## src/rtl/bitsim_sched_pkg.sv

```systemverilog
// Shared types and helpers for the bit-serial bitmask scheduler.
// Holds the scheduler state encoding, mask/index widths and the
// bit-clear helper used when a beat retires one set bit.
package bitsim_sched_pkg;

  localparam int MASK_W = 8;
  localparam int IDX_W  = 3;

  typedef enum logic {
    IDLE = 1'b0,
    SCAN = 1'b1
  } sched_state_e;

  // Clear the bit addressed by an MSB-first index (0 = bit 7).
  function automatic logic [MASK_W-1:0] clr_bit(input logic [MASK_W-1:0] mask,
                                                input logic [IDX_W-1:0]  idx);
    return mask & ~(8'h80 >> idx);
  endfunction

endpackage

```

## src/rtl/p_encoder_8to3.sv

```systemverilog
// 8-to-3 priority encoder, leading one from the MSB.
// idx = 0 means bit 7 is the highest set bit, idx = 7 means bit 0.
// is_zero flags an all-zero input (idx is then 0).
module p_encoder_8to3 (
  input  logic [7:0] in_bits,
  output logic [2:0] idx,
  output logic       is_zero
);

  // Scan upward so the highest set bit is the last one to win.
  always_comb begin
    idx     = 3'd0;
    is_zero = (in_bits == 8'h00);
    for (int i = 0; i < 8; i++) begin
      if (in_bits[i]) idx = 3'(7 - i);
    end
  end

endmodule

```

## src/rtl/bitmask_scheduler.sv

```systemverilog
// Bitmask scheduler: decomposes one 8-bit mask per transaction into one
// output beat per set bit, MSB-first, for the bit-serial PE array.
// An all-zero mask yields a single beat flagged out_zero.
// Optional build macro BITMASK_SCHED_SKIP_ZERO_EN: all-zero masks are
// consumed silently with no output beat, and out_zero is tied low.
module bitmask_scheduler
  import bitsim_sched_pkg::*;
#(
  parameter int TAG_W  = 8,
  parameter int MASK_W = 8
) (
  input  logic             clk,
  input  logic             rst_n,
  input  logic             in_valid,
  output logic             in_ready,
  input  logic [7:0]       in_mask,
  input  logic [TAG_W-1:0] in_tag,
  output logic             out_valid,
  input  logic             out_ready,
  output logic [2:0]       out_idx,
  output logic [2:0]       out_seq,
  output logic             out_last,
  output logic             out_zero,
  output logic [TAG_W-1:0] out_tag,
  output logic             busy
);

  if (MASK_W != 8) begin : g_bad_mask_w
    $error("bitmask_scheduler: MASK_W must be 8");
  end

  sched_state_e     state_q;
  logic [7:0]       mask_q;
  logic [TAG_W-1:0] tag_q;
  logic [2:0]       seq_q;
  logic             zero_q;

  logic             enc_zero;
  logic             in_fire;
  logic             out_fire;
  logic             skip_hit;

  p_encoder_8to3 u_enc (
    .in_bits (mask_q),
    .idx     (out_idx),
    .is_zero (enc_zero)
  );

  assign out_valid = (state_q == SCAN);
  assign busy      = (state_q == SCAN);
  assign out_seq   = seq_q;
  assign out_tag   = tag_q;
  // Last beat when at most one bit remains; a zero transaction is one beat.
  assign out_last  = zero_q | ((mask_q & (mask_q - 8'd1)) == 8'd0);

  assign out_fire  = out_valid & out_ready;
  // Accepting on the last-beat handshake gives zero-bubble back-to-back.
  assign in_ready  = (state_q == IDLE) | (out_fire & out_last);
  assign in_fire   = in_valid & in_ready;

`ifdef BITMASK_SCHED_SKIP_ZERO_EN
  assign skip_hit  = in_fire & (in_mask == 8'h00);
  assign out_zero  = 1'b0;
`else
  assign skip_hit  = 1'b0;
  assign out_zero  = zero_q;
`endif

  // Transaction load, per-beat bit retirement and return to idle.
  always_ff @(posedge clk or negedge rst_n) begin
    if (!rst_n) begin
      state_q <= IDLE;
      mask_q  <= 8'h00;
      tag_q   <= '0;
      seq_q   <= 3'd0;
      zero_q  <= 1'b0;
    end else if (in_fire && !skip_hit) begin
      state_q <= SCAN;
      mask_q  <= in_mask;
      tag_q   <= in_tag;
      seq_q   <= 3'd0;
      zero_q  <= (in_mask == 8'h00);
    end else if (out_fire) begin
      if (out_last) begin
        state_q <= IDLE;
      end else begin
        mask_q <= clr_bit(mask_q, out_idx);
        seq_q  <= seq_q + 3'd1;
      end
    end
  end

  a_stall_stable: assert property (@(posedge clk) disable iff (!rst_n)
    (out_valid && !out_ready) |=> (out_valid && $stable(out_idx) && $stable(out_seq) &&
                                   $stable(out_last) && $stable(out_zero) && $stable(out_tag)));

  a_idx_set: assert property (@(posedge clk) disable iff (!rst_n)
    (out_valid && !zero_q) |-> mask_q[3'd7 - out_idx]);

  a_enc_zero: assert property (@(posedge clk) disable iff (!rst_n)
    out_valid |-> (enc_zero == zero_q));

endmodule

```

## config.mk

```make
export PLATFORM = sky130hd
export DESIGN_NAME = bitmask_scheduler
export DESIGN_NICKNAME = d
export VERILOG_FILES = /design/src/rtl/bitsim_sched_pkg.sv /design/src/rtl/p_encoder_8to3.sv /design/src/rtl/bitmask_scheduler.sv
export SDC_FILE = /design/constraint.sdc
export NUM_CORES = 1
export LEC_CHECK = 0
export ABC_AREA = 1
export BUFFER_PORTS_ARGS = -buffer_cell sky130_fd_sc_hd__buf_2
export CAP_MARGIN = 10
export CORE_UTILIZATION = 25
export CTS_BUF_LIST = sky130_fd_sc_hd__clkbuf_16
export DETAILED_ROUTE_END_ITERATION = 12
export HOLD_SLACK_MARGIN = 0.08
export PLACE_DENSITY = 0.49
export SLEW_MARGIN = 30
export SYNTH_ARGS = -nofsm -noshare
export SYNTH_HDL_FRONTEND = slang
export SYNTH_SLANG_ARGS = --single-unit
```

## constraint.sdc

```tcl
create_clock -name clk -period 4.5 [get_ports clk]
set_clock_uncertainty 0.2 [all_clocks]
set_input_delay 0.225 -clock clk [delete_from_list [all_inputs] [get_ports clk]]
set_output_delay 0.225 -clock clk [all_outputs]
set_load 0.02 [all_outputs]
```

==> metrics.txt, run 1 <==
Clk Latency, worst-skew pair=between 200 and 300 ps; Post-DP HPWL=between 2000 and 2500 µm; IO buf count=38; capturing point of the worst reg2reg path=out_zero; CTS tree=yes; CTS Buf Count=3; largest net degree at the start of global routing=24; Syn Std Cell Area=approximately 1200 µm²; core area=4380 µm²; Required @ worst endpoint=4070 ps; Clock Root Buffer=clkbuf_16; top post-synthesis cells by area=dfrtp_1, nand2_1, inv_1, nor2_1, nand3_4; NumNets Final=238; Mapped Nets=between 150 and 200; Final Hold Vio Count=0; EDFF count, synth=0; gr usage total=a little over an eighth; Via density=4.20; R2R cell count=8; Setup CP Type=register to primary output; Synth top cells by count=nand2_1, inv_1, dfrtp_1, nor2_1, nand3_1; Post-synth ARST share=100%; Clock transition at path regs=about 60 ps; H-tree depth=1; final count of negative-setup-slack endpoints=0; first-pass GRT wire length=4910 µm; CP Launch Type=register; status=complete, no violations; via count=1126; RR Startpoint=mask_q[1]; top-count cell post-synth=nand2_1; DR pass1 iterations=4; clk buf depth=2; worst path arrival time=1590 ps; Hold Crit Start=in_mask[1]; Synth top area share=45.7%; synth unique cells=23; unrepaired setup endpoints after global routing=no; post-synth top area cell=dfrtp_1; Hold Crit Depth=5; Final Max Slew Viols=0; CTS sink count=21; Synth-to-Final Area Change=41.7%; initial core utilization=between 20% and 30%; Wirelength per Cell=10.8 µm; antenna fix cells=0; # IOs=39; Worst Hold Endpoint=mask_q[1]; reg-to-reg slack, setup=between 2000 and 3000 ps; Die Y=approximately 70 µm; PD cells=698 nW/µm²; static leakage power=about 0.94 nW; aggregate routed wire length=just under 3000 µm; Synth Register Bits=21; Final Instance Count excl. Fillers=268; Seq/Total Area, Yosys=45.7%; Syn Inst Count=160; Slew @ Worst Pin=484 ps; Max Fclk=between 0.4 and 0.5 GHz; peak supply drop=approximately 0.00022 V; 1st-iter DRT viols=21; clock period minus worst slack=2020 ps; Post-Place Cells=between 200 and 250; remaining antenna violation count after routing=0; largest fanout on the critical path=7; Fillers=approximately 470; share of layout cells above drive strength 1=21.8%; DR DRC count=0; number of global-route vias before repair=approximately 1100; yosys warns=0; worst relative slew slack=around two thirds; RePlAce Congestion=between 0.7 and 0.8; die area=4880 µm²; period utilization=between 40% and 50%; Setup crit start=mask_q[1]; ys flop type=dfrtp_1; Congestion Overflow GR=0; initial antenna violation count=0; HP Class=input port to register; row count=24; CP endpoint kind=primary output; Die W=69.9 µm; Setup TNS=0 ps; maxcap violations=0; Avg Cell Area, Syn=roughly 7 µm²
[cell usage in the layout, fill, tap and decap left out, types with 2 or more instances in the layout]
| cell | instances |
|---|---|
| buf_2 | 38 |
| clkbuf_16 | 3 |
| dfrtp_1 | 21 |
| dlygate4sd3_1 | 17 |
| inv_1 | 24 |
| nand2_1 | 71 |
| nand3_1 | 4 |
| nand3_4 | 2 |
| nand4_1 | 3 |
| nor2_1 | 14 |
| nor2_2 | 2 |
| nor4_1 | 2 |
| o21ai_0 | 3 |
| o21ai_1 | 3 |
[cell type report]
class	instances	area (µm²)	area share, %
Multi-Input combinational cell	112	512	31.4
Clock inverter	1	3.75	0.230
Sequential cell	21	526	32.2
Inverter	24	90.1	5.52
Timing Repair Buffer	55	360	22.1
Tap cell	52	65.1	3.99
Clock buffer	3	75.1	4.60
[timing repair]
item                       4_1_cts  5_1_grt
hold buffers                    17        0
hold endpoints to repair        37        0
gates resized for setup          0        0
setup endpoints to repair        0        0
buffers inserted                 0        0
[worst max-delay path by stage]
stage	endpoint	slack [ps]	cells after the start
after floorplan	mask_q[5]	2730	8
after CTS	in_ready	2460	8
after global placement	out_zero	2470	8
after detailed placement	out_zero	2520	8
after global routing	out_tag[5]	2300	9
final	in_ready	2480	8
[cells by family after synthesis]
| logic type | Yosys count | share of synthesized area, % |
|---|---|---|
| AOI/OAI and AO/OA | 9 | 4.46 |
| xor gates and xnor gates | 1 | 0.761 |
| adders and majority gates | 1 | 1.09 |
| buffers and inverters | 27 | 9.89 |
| DFF | 21 | 45.7 |
| and+or+nand+nor | 101 | 38.2 |
[state kept, by name (all words and copies together) (netlist names)]
| name | flops |
|---|---|
| out_zero | 1 |
| busy | 1 |
| out_tag | 8 |
| out_seq | 3 |
| mask_q | 8 |
[layer usage]
| layer | vias up | track usage, % | share of wire (%) |
|---|---|---|---|
| li1 | 599 | - | - |
| met1 | 489 | 15.3 | 44 |
| met2 | 31 | 21.9 | 49 |
| met3 | 7 | 3.46 | 4.7 |
| met4 | 0 | 6.44 | 2.5 |
| met5 | - | 0 | 0 |
[where the power goes]
group	switching [W]	internal [W]
logic	0.000408	0.000207
clock network	0.0000683	0.000118
registers	0.0000629	0.000275
[through the flow]
step | power, W | util [%] | area (µm²) | setup slack (ps) | hold slack (ps)
final | 0.00114 | 37.2 | 1630 | 2480 | 140
after global routing | 0.00125 | 37.2 | 1630 | 2300 | 196
after CTS | 0.00116 | 37.2 | 1630 | 2460 | 143
after detailed placement | 0.000952 | 31.5 | 1380 | 2520 | 21.1
after global placement | 0.000962 | 31.5 | 1380 | 2470 | 17.9
after floorplan | 0.000784 | - | 1150 | 2730 | -271
[worst max-delay path, cell delays in order (launching register included)]
cell	delay, ps
dfrtp_1	420
nor2_2	170
nand2_1	90
a21oi_2	150
nand3_2	100
nand3_4	120
nand2_1	60
inv_1	70
buf_2	160
(Power assumes the default switching activity.)
==> run 2, diff against run 1 <==
--- a/config.mk
+++ b/config.mk
@@ -5,14 +5,14 @@
 export SDC_FILE = /design/constraint.sdc
 export NUM_CORES = 1
 export LEC_CHECK = 0
-export ABC_AREA = 1
+export ABC_AREA = 0
 export BUFFER_PORTS_ARGS = -buffer_cell sky130_fd_sc_hd__buf_2
 export CAP_MARGIN = 10
 export CORE_UTILIZATION = 25
 export CTS_BUF_LIST = sky130_fd_sc_hd__clkbuf_16
 export DETAILED_ROUTE_END_ITERATION = 12
 export HOLD_SLACK_MARGIN = 0.08
-export PLACE_DENSITY = 0.49
+export PLACE_DENSITY = 0.5
 export SLEW_MARGIN = 30
 export SYNTH_ARGS = -nofsm -noshare
 export SYNTH_HDL_FRONTEND = slang
==> constraint.sdc (replaced) <==
create_clock -name clk -period 1.8 [get_ports clk]
set_clock_uncertainty 0.2 [all_clocks]
set_input_delay 0.09 -clock clk [delete_from_list [all_inputs] [get_ports clk]]
set_output_delay 0.09 -clock clk [all_outputs]
set_load 0.02 [all_outputs]
==> run 2 against run 1 <==
The run now ends with negative setup slack left. Setup slack worse by 2700 ps. Global-route usage is 1.3 points higher. Clock-buffer cell count stayed put. Wire length is 16% higher.
==> metrics.txt, run 2 <==
H-tree depth=1 (unchanged); CP Launch Type=register; period utilization=115%; Post-Place Cells=214 (-13%); synth unique cells=36 (+57%); RePlAce Congestion=0.840 (+9.6%); Max Fclk=0.485 GHz; IO buf count=38 (unchanged); Wirelength per Cell=13.7 µm (+27%); DR DRC count=0 (unchanged); sequential cell area=532 µm² (+1.2%); core area=4350 µm² (-0.68%); top-count cell post-synth=dfrtp_1; yosys warns=0 (unchanged); Syn Inst Count=103 (-36%); Die W=69.2 µm (-0.90%); Syn Std Cell Area=1130 µm² (-1.8%); Setup crit start=mask_q[3]; most frequent cells in the layout=buf_2, buf_4, dlygate4sd3_1, dfrtp_1, buf_6; CP most frequent cell=buf_6; Post-synth ARST share=100% (unchanged); Clk Latency, worst-skew pair=250 ps (about the same); CTS sink count=21 (unchanged); Synth-to-Final Area Change=82.5%; PD cells=2070 nW/µm² (+200%); Largest stage delay, worst path=440 ps (+20 ps); most common cell after layout, fill and taps aside=buf_2; Setup CP Type=register to primary output; Post-DP HPWL=2330 µm (+12%); Synth top area share=46.5% (+0.86 points); static leakage power=0.968 nW (+2.7%); ys flop type=dfrtp_1; antenna fix cells=0 (unchanged); Synth top cells by count=dfrtp_1, mux2_2, nand2_1, nor2_1, inv_1; dpl ws=-283 ps (-2800 ps); first-pass GRT wire length=5440 µm (+11%); Final Instance Count excl. Fillers=245 (-8.6%); largest fanout on the critical path=5 (-2); aggregate routed wire length=3350 µm (+16%); largest net degree at the start of global routing=22 (-8.3%); initial core utilization=25.9% (-0.31 points); Synth Register Bits=21 (unchanged); initial antenna violation count=0 (unchanged); Buf/Inv on CP=2 (unchanged); Slew @ Worst Pin=505 ps (+20.9 ps); EDFF count, synth=0 (unchanged); CP cell instances=nor4_4 > maj3_2 > buf_6 > a31oi_4 > o21ai_2 > buf_6; Crit path max-delay family=flip-flops; # IOs=39 (unchanged); Congestion Overflow GR=0 (unchanged); HP Class=input port to async pin; post-synth top area cell=dfrtp_1; clk buf depth=2 (unchanged); peak supply drop=0.000666 V (+200%); Die Y=69.2 µm (-0.90%); CTS Buf Count=3 (unchanged); 1st-iter DRT viols=14 (-33%); row count=24 (unchanged); final count of negative-setup-slack endpoints=24 (+24); gr usage total=14.3% (+1.3 points); DR pass1 iterations=3 (-1); RR Startpoint=mask_q[3]; unrepaired setup endpoints after global routing=yes; total power=0.00427 W (+270%); remaining antenna violation count after routing=0 (unchanged); CP max-delay cell=dfrtp_2; Mapped Nets=124 (-31%); Clock transition at path regs=60 ps (about the same); die area=4790 µm² (-1.8%); top post-synthesis cells by area=dfrtp_1, mux2_2, mux2i_1, a21boi_0, mux2_4; Final Hold Vio Count=0 (unchanged); worst relative slew slack=66.4% (-1.4 points); fin worst setup slack=-262 ps (-2740 ps); Final Max Slew Viols=0 (unchanged); Via density=4.61 (+9.7%); Clock Root Buffer=clkbuf_16; Seq/Total Area, Yosys=46.5% (+0.86 points); number of global-route vias before repair=1174 (+4.0%); clock period minus worst slack=approximately 2100 ps; share of layout cells above drive strength 1=59.1% (+37 points); status=finished with violations; failing checks=negative setup slack; NumNets Final=215 (-9.7%); via count=1129 (+0.27%); Avg Cell Area, Syn=11.0 µm² (+52%); Required @ worst endpoint=1510 ps (-2560 ps); Fillers=402 (-14%); footprint of the multi-input gates=684 µm² (+34%); worst path arrival time=1770 ps (+180 ps); maxcap violations=0 (unchanged); CTS tree=yes; CP endpoint kind=primary output
[run 2: changes by cell type in the layout (fill, tap and decap cells not counted), sizes merged, moves of 5 or more]
cell	before	now
nand2	71	7
a31oi	0	5
buf	38	70
nor2	16	7
nand3	7	1
inv	24	7
mux2i	0	5
mux2	0	10
[run 2: cell type report]
class | instances | area share, %
Multi-Input combinational cell | 74 | 33.2
Clock buffer | 3 | 3.64
Inverter | 6 | 1.21
Clock inverter | 1 | 0.182
Timing Repair Buffer | 88 | 32.8
Sequential cell | 21 | 25.8
Tap cell | 52 | 3.16
[run 2: report_power, final]
group / leakage (nW) / switching (W) / internal, W / total, W
registers: 0.250 / 0.000197 / 0.000705 / 0.000902
clock network: 0.0423 / 0.000173 / 0.000296 / 0.000470
logic: 0.675 / 0.00136 / 0.00154 / 0.00290
total: 0.968 / 0.00173 / 0.00254 / 0.00427
[run 2: kinds of logic after synthesis]
family | after synthesis | share of synthesized area, %
flops | 21 | 46.5
simple gates | 31 | 14.1
mux | 15 | 15.1
buf+inv | 8 | 3.65
fa+ha+maj | 2 | 2.10
compound gates | 26 | 18.6
[run 2: metal layers]
layer,vias to the layer above,part of all wire [%],global-route usage (%)
li1,560,-,-
met1,535,45,18.5
met2,26,49,23.0
met3,8,2.7,2.47
met4,0,2.9,7.26
met5,-,0,0
[run 2: what timing repair did]
item	CTS	global route
endpoints found under the hold margin	39	0
hold buffers	18	0
pin swaps	7	5
setup buffers	7	3
setup endpoints to repair	26	26
resized for setup	29	13
[run 2: metrics by stage]
stage	instance area (µm²)	setup TNS, ps	util [%]	hold slack [ps]
CTS	1980	-4490	45.4	162
global placement	1590	-4390	36.4	-122
floorplan	1160	-1150	-	-406
finish	2060	-4060	47.4	141
detailed placement	1590	-4910	36.4	-110
global route	2060	-5680	47.4	195
[run 2: path summary, 6_finish.rpt]
kind	cells after the start	slack (ps)	endpoint
worst max-delay path	6	-260	in_ready
worst min-delay path	2	140	out_tag[6]
worst max register to register	6	-240	out_tag[6]
worst min register to register	1	300	out_tag[6]
max in group asynchronous	2	890	busy
min in group clk	6	180	out_seq[2]
[run 2: worst reg2reg max path, stage by stage, from the launching register on]
cell	delay [ps]
dfrtp_2	440
nor4_4	310
maj3_2	260
buf_6	120
a31oi_4	120
buf_12	180
mux2_4	290
